## config.mk

```make
export PLATFORM = sky130hd
export DESIGN_NAME = rob_marker_tracker
export DESIGN_NICKNAME = d
export VERILOG_FILES = /design/src/rtl/rob_marker_tracker.sv
export SDC_FILE = /design/constraint.sdc
export NUM_CORES = 1
export LEC_CHECK = 0
export CAP_MARGIN = 40
export CORE_UTILIZATION = 53
export DETAILED_ROUTE_END_ITERATION = 10
export PLACE_DENSITY = 0.86
export SLEW_MARGIN = 20
export SYNTH_ARGS = -nofsm -noshare
export SYNTH_HDL_FRONTEND = slang
export SYNTH_SLANG_ARGS = --single-unit
export TNS_END_PERCENT = 100
```

## constraint.sdc

```tcl
create_clock -name clock -period 3.3 [get_ports clock]
set_input_delay 0.33 -clock clock [delete_from_list [all_inputs] [get_ports clock]]
set_output_delay 0.33 -clock clock [all_outputs]
set_load 0.05 [all_outputs]
```

## src/rtl/rob_marker_tracker.sv

```systemverilog
// Scans ROB commit slots for `slti x0,x0,K` phase markers, tracks the testcase phase and
// queues timestamped marker events to the logger. Optional macro: MARKER_TAINT_SNAPSHOT_EN.
module rob_marker_tracker #(
  parameter int COMMIT_WIDTH = 2,
  parameter int TS_W         = 40,
  parameter int FIFO_DEPTH   = 8,
  parameter int TAINT_W      = 32,
  localparam int SLOT_W      = (COMMIT_WIDTH > 1) ? $clog2(COMMIT_WIDTH) : 1
) (
  input  logic                      clock,
  input  logic                      reset,
  input  logic [COMMIT_WIDTH-1:0]   commit_valid,
  input  logic [32*COMMIT_WIDTH-1:0] commit_inst,
  // Event port: ev_valid means the head entry is valid; it transfers on a cycle with
  // ev_valid && ev_ready, and the ev_* fields hold stable while ev_valid && !ev_ready.
  output logic                      ev_valid,
  input  logic                      ev_ready,
  output logic [3:0]                ev_kind,
  output logic [SLOT_W-1:0]         ev_slot,
  output logic [TS_W-1:0]           ev_time,
`ifdef MARKER_TAINT_SNAPSHOT_EN
  input  logic [TAINT_W-1:0]        taint_sum,
  output logic [TAINT_W-1:0]        ev_taint,
`endif
  output logic [2:0]                phase,
  output logic [31:0]               phase_cycles,
  output logic [31:0]               last_phase_len,
  output logic                      victim_done,
  output logic                      seq_error,
  output logic [15:0]               drop_count
);

  localparam int PTR_W = $clog2(FIFO_DEPTH);
  localparam int CNT_W = PTR_W + 1;
`ifdef MARKER_TAINT_SNAPSHOT_EN
  localparam int ENT_W = 4 + SLOT_W + TS_W + TAINT_W;
`else
  localparam int ENT_W = 4 + SLOT_W + TS_W;
`endif
  localparam logic [2:0] PH_NONE = 3'd7;

  logic [TS_W-1:0]  ts_q, ts_d;
  logic [2:0]       phase_q, phase_d;
  logic [31:0]      pc_q, pc_d;
  logic [31:0]      lpl_q, lpl_d;
  logic             vd_q, vd_d;
  logic             se_q, se_d;
  logic [15:0]      drop_q, drop_d;
  logic [PTR_W-1:0] wr_ptr_q, wr_ptr_d;
  logic [PTR_W-1:0] rd_ptr_q, rd_ptr_d;
  logic [CNT_W-1:0] count_q, count_d;
  logic [ENT_W-1:0] mem_q [FIFO_DEPTH];
  logic [ENT_W-1:0] mem_d [FIFO_DEPTH];

  logic [CNT_W-1:0] free_slots;
  logic [CNT_W-1:0] n_push;
  logic             touched;
  logic             pop;
  logic [31:0]      inst;
  logic [3:0]       kind;
  logic [2:0]       pid;
  logic [PTR_W-1:0] wr_idx;
  logic [ENT_W-1:0] head;

  always_comb begin
    ts_d       = ts_q + TS_W'(1);
    phase_d    = phase_q;
    pc_d       = pc_q;
    lpl_d      = lpl_q;
    vd_d       = vd_q;
    se_d       = se_q;
    drop_d     = drop_q;
    mem_d      = mem_q;
    free_slots = CNT_W'(FIFO_DEPTH) - count_q;
    n_push     = '0;
    touched    = 1'b0;
    inst       = '0;
    kind       = '0;
    pid        = '0;
    wr_idx     = '0;

    // Slots are handled oldest first; each one sees the phase left by the previous slot.
    for (int i = 0; i < COMMIT_WIDTH; i++) begin
      inst = commit_inst[32*i +: 32];
      if (commit_valid[i] && inst[19:0] == 20'h02013 && inst[31:20] <= 12'd13) begin
        kind = inst[23:20];
        pid  = kind[3:1];
        if (!kind[0]) begin
          se_d    = se_d | (phase_d != PH_NONE);
          phase_d = pid;
          pc_d    = '0;
          touched = 1'b1;
        end else if (phase_d == pid) begin
          lpl_d   = pc_d;
          vd_d    = vd_d | (pid == 3'd0);
          phase_d = PH_NONE;
          pc_d    = '0;
          touched = 1'b1;
        end else begin
          se_d = 1'b1;
        end

        // Space is judged from start-of-cycle occupancy; a concurrent pop does not help.
        if (n_push < free_slots) begin
          wr_idx = wr_ptr_q + n_push[PTR_W-1:0];
`ifdef MARKER_TAINT_SNAPSHOT_EN
          mem_d[wr_idx] = {kind, SLOT_W'(i), ts_q, taint_sum};
`else
          mem_d[wr_idx] = {kind, SLOT_W'(i), ts_q};
`endif
          n_push = n_push + CNT_W'(1);
        end else if (drop_d != 16'hFFFF) begin
          drop_d = drop_d + 16'd1;
        end
      end
    end

    if (!touched && phase_q != PH_NONE && pc_q != 32'hFFFF_FFFF) begin
      pc_d = pc_q + 32'd1;
    end

    pop      = (count_q != '0) && ev_ready;
    rd_ptr_d = rd_ptr_q + PTR_W'(pop);
    wr_ptr_d = wr_ptr_q + n_push[PTR_W-1:0];
    count_d  = count_q + n_push - CNT_W'(pop);
  end

  always_ff @(posedge clock or negedge reset) begin
    if (!reset) begin
      ts_q     <= '0;
      phase_q  <= PH_NONE;
      pc_q     <= '0;
      lpl_q    <= '0;
      vd_q     <= 1'b0;
      se_q     <= 1'b0;
      drop_q   <= '0;
      wr_ptr_q <= '0;
      rd_ptr_q <= '0;
      count_q  <= '0;
      for (int j = 0; j < FIFO_DEPTH; j++) mem_q[j] <= '0;
    end else begin
      ts_q     <= ts_d;
      phase_q  <= phase_d;
      pc_q     <= pc_d;
      lpl_q    <= lpl_d;
      vd_q     <= vd_d;
      se_q     <= se_d;
      drop_q   <= drop_d;
      wr_ptr_q <= wr_ptr_d;
      rd_ptr_q <= rd_ptr_d;
      count_q  <= count_d;
      mem_q    <= mem_d;
    end
  end

  assign head           = mem_q[rd_ptr_q];
  assign ev_valid       = (count_q != '0);
  assign ev_kind        = head[ENT_W-1 -: 4];
  assign ev_slot        = head[ENT_W-5 -: SLOT_W];
  assign ev_time        = head[ENT_W-5-SLOT_W -: TS_W];
`ifdef MARKER_TAINT_SNAPSHOT_EN
  assign ev_taint       = head[TAINT_W-1:0];
`endif
  assign phase          = phase_q;
  assign phase_cycles   = pc_q;
  assign last_phase_len = lpl_q;
  assign victim_done    = vd_q;
  assign seq_error      = se_q;
  assign drop_count     = drop_q;

endmodule
```

==> reports/qor.csv <==
stage;metric;value;unit
cts;CTS tree;yes;
synthesis;post-synth cell types;72;
place;HPWL after DPL;39.5;mm
synthesis;largest family of logic cells by synthesized area;multiplexers;
place;Placement Cell Area;27400;sq um
synthesis;Simple-Gate Fraction of Synth Area;8.14;%
finish;n_diodes;0;
routing;DR top layer;met4;
finish;net total in the final layout;2155;
timing;Final min period;3.19;ns
floorplanning;Die X;213;microns
grt;Total GRT Usage;27.9;%
pwr;Leak;13.9;nW
setup_path;Setup crit start kind;flop;
grt;first-pass GRT wire length;97.3;mm
cts;CTS sink cnt;495;
routing;Vias/cell;6.03;
pwr;PD cells;484;nW/um^2
finish;Synth-to-Final Area Change;23.7;%
setup_path;CP Data Arrival Time;3.65;ns
synthesis;mean area per synthesized cell;13.3;sq um
job;MaxCap Viol Count;0;
setup_path;reg2reg end;mem_q[31];
synthesis;Ys Warns;0;
hold_path;HP Class;input pin to asynchronous set/reset pin;
grt;GRT Residual Overflow;0;
routing;first drt pass iteration count;5;
synthesis;flops & latches, synth;495;
finish;Core Util, Final;66.3;%
cts;Worst-Skew Late Latency;0.59;ns
timing;relative slew slack;44.3;%
place;input/output buffers;199;
floorplanning;Rows;77;
routing;DRT antenna net count;0;
routing;final WL;62.4;mm
synthesis;ys flop type;dfrtp_1;
synthesis;Syn Nets;1871;
floorplanning;Starting Density;53.6;%
grt;vias in the first global route;17400;
setup_path;R2R depth;13;
cts;Clock Path Buffers;3;
setup_path;Critical Path RT;3.76;ns
cts;CTS buffer count;50;
status;status;completed;
grt;initial antenna violation count;0;
synthesis;compound-cell area share of the yosys netlist;3.86;%
routing;Remaining DRCs;0;
timing;final hold vios;0;
floorplanning;area of the die;45500;sq um
routing;M1 WL;24.8;mm
routing;met2 wire len;31.7;mm
pwr;total chip power;14.2;mW
finish;layout cells sized above 1;37.9;%
timing;period utilisation layout;96.7;%
timing;setup tns final;0;ns
synthesis;sequential-to-total area share from yosys stat;52.4;%
routing;Vias;16300;
cts;H-tree depth;2;
setup_path;WS Path Type;flop to flop;
timing;Pins Over Slew Limit;0;
routing;routed len/inst;23.2;microns
synthesis;mux contribution to synthesized area;28.1;%
grt;largest net degree at the start of global routing;103;
floorplanning;Core Area;44100;sq um
synthesis;Post-Synth XOR/XNOR Area;3.63;%
place;routability cong.;0.895;
synthesis;Adder-Cell Fraction of Synth Area;1.12;%
timing;clock skew;0.0107;ns
cts;CTS clock-pin slew for the worst setup and hold paths;0.06;ns
routing;initial drt markers;1300;
setup_path;Worst R2R Setup Slack;0.11;ns
synthesis;Post-synth EDFFs;0;
floorplanning;IO Count;200;
timing;worst slew pin tran;0.836;ns
cts;Clock Tree Root;clkbuf_16;
timing;Finish-stage setup viols;0;
setup_path;Crit. End Element;flop;
setup_path;CP max FO;16;
synthesis;fraction of registers with async set/reset;100;%
floorplanning;die span in y;213;microns
setup_path;Max stage delay on crit path;0.42;ns
setup_path;worst r2r src;count_q[1];
timing;maximum clock rate;313;MHz
setup_path;critical path's most frequent cell;buf_12;
routing;met3 wire length;3.69;mm
setup_path;critical path's slowest cell;or3_1;
setup_path;Critical Path, Cell by Cell;or3_1, a41oi_2, nor2b_2, nor2_2, ha_1, ha_2, xnor2_1, nor2_1, and2_1, a31oi_4, buf_12, buf_12, mux2_2;
synthesis;Post-Syn Instances;1782;
finish;Finished Cell Area;29300;sq um
synthesis;Cell Area, Synth;23700;sq um
pwr;Peak VDD IR;0.000436;V
## cells by family (layout without fill, tap and decap cells)
logic type	Yosys count	after routing
XOR/XNOR	98	98
adder cells (fa/ha/maj)	20	20
AND/OR/NAND/NOR	380	380
multiplexers	504	504
flip-flops	495	495
AO/OA/AOI/OAI	124	124
buffers and inverters	161	482
## per-stage QoR
stage	setup slack, ns	instances	hold slack, ns
4_1_cts	0.0130	2687	0.422
5_1_grt	-0.0282	2695	0.458
6_report	0.110	2695	0.411
3_5_place_dp	-0.505	2596	0.458
2_1_floorplan	-0.0386	1782	0.0344
3_3_place_gp	-0.402	2596	0.436
## Yosys cell counts, drive strengths merged, types with 5 or more instances
master	count	share of area, %
dfrtp	492	52
mux2	382	18
nor2	104	1.7
mux4	90	8.6
nand2	84	1.3
clkbuf	78	1.2
xnor2	57	2.1
buf	55	1.0
xor2	41	1.5
nand3	39	0.83
a21oi	35	0.74
a22o	32	1.2
mux2i	32	1.4
inv	28	0.44
nor3	28	0.61
nand4	27	0.71
ha	18	0.95
nor4	17	0.48
and3	15	0.42
and2	12	0.32
a31oi	11	0.29
and4	10	0.37
or2	8	0.21
a21o	6	0.19
nand2b	6	0.16
nor4b	6	0.25
or3	6	0.18
o21ai	5	0.11
## critical path: cells and delay by family, from the launching register on
kind | cells | cell delay, ns
DFF | 1 | 0.40
and+or+nand+nor | 5 | 0.94
buffers and inverters | 2 | 0.33
muxes | 1 | 0.36
AOI/OAI and AO/OA | 2 | 0.44
adders and majority gates | 2 | 0.43
xor gates and xnor gates | 1 | 0.15
## cell usage in the layout (no fill, tap or decap), types with 27 or more instances in the layout
| master | instances |
|---|---|
| a21oi_1 | 35 |
| a22o_1 | 32 |
| buf_12 | 28 |
| buf_4 | 160 |
| clkbuf_16 | 52 |
| clkdlybuf4s50_1 | 156 |
| dfrtp_1 | 487 |
| inv_1 | 28 |
| mux2_2 | 377 |
| mux2i_1 | 32 |
| mux4_2 | 90 |
| nand2_1 | 81 |
| nand3_1 | 39 |
| nand4_1 | 27 |
| nor2_1 | 103 |
| xnor2_1 | 57 |
| xor2_1 | 40 |
## layout make-up
type | instances | area [sq um]
clock buffer | 77 | 1540
clock inverter | 12 | 121
fill | 3072 | 14900
inverter | 28 | 105
multi-input combinational | 1126 | 10800
sequential | 495 | 12400
tap | 592 | 741
timing repair buffer | 365 | 3580
## worst max-delay path by stage
stage                          startpoint  slack (ns)                  to
final                          count_q[1]        0.11           mem_q[31]
after CTS                     rd_ptr_q[0]        0.01          ev_time[5]
after global placement    commit_inst[21]       -0.40   last_phase_len[1]
after floorplan           commit_inst[10]       -0.04          mem_q[190]
after global routing           count_q[0]       -0.03       drop_count[4]
after detailed placement  commit_inst[22]       -0.50  last_phase_len[26]
## sequential cells by signal (all words and copies together), names as in the netlist
| register | count |
|---|---|
| count_q | 4 |
| drop_count | 16 |
| last_phase_len | 32 |
| mem_q | 360 |
| phase | 3 |
| phase_cycles | 32 |
| rd_ptr_q | 3 |
| seq_error | 1 |
| ts_q | 40 |
| victim_done | 1 |
| wr_ptr_q | 3 |
## power breakdown
group	switching, mW	leakage, nW	internal [mW]
registers	0.196	6.69	6.13
logic	1.11	6.37	1.01
clock network	2.36	0.833	3.36
## what timing repair did
action                                 CTS  global route
buffers inserted                         1             5
hold buffers                             1             0
gates resized for setup                 13            23
setup endpoints to repair               14           251
gates cloned                             0             3
pin swaps                                0             5
endpoints found under the hold margin   94             0
## layer usage
metal  vias to the layer above  GRT usage, %
met1                      8504          34.9
met2                       590          48.3
met4                         0          10.6
met5                         -             0
li1                       7024             -
met3                       142          5.06
Power figures use the tool's default switching activity.
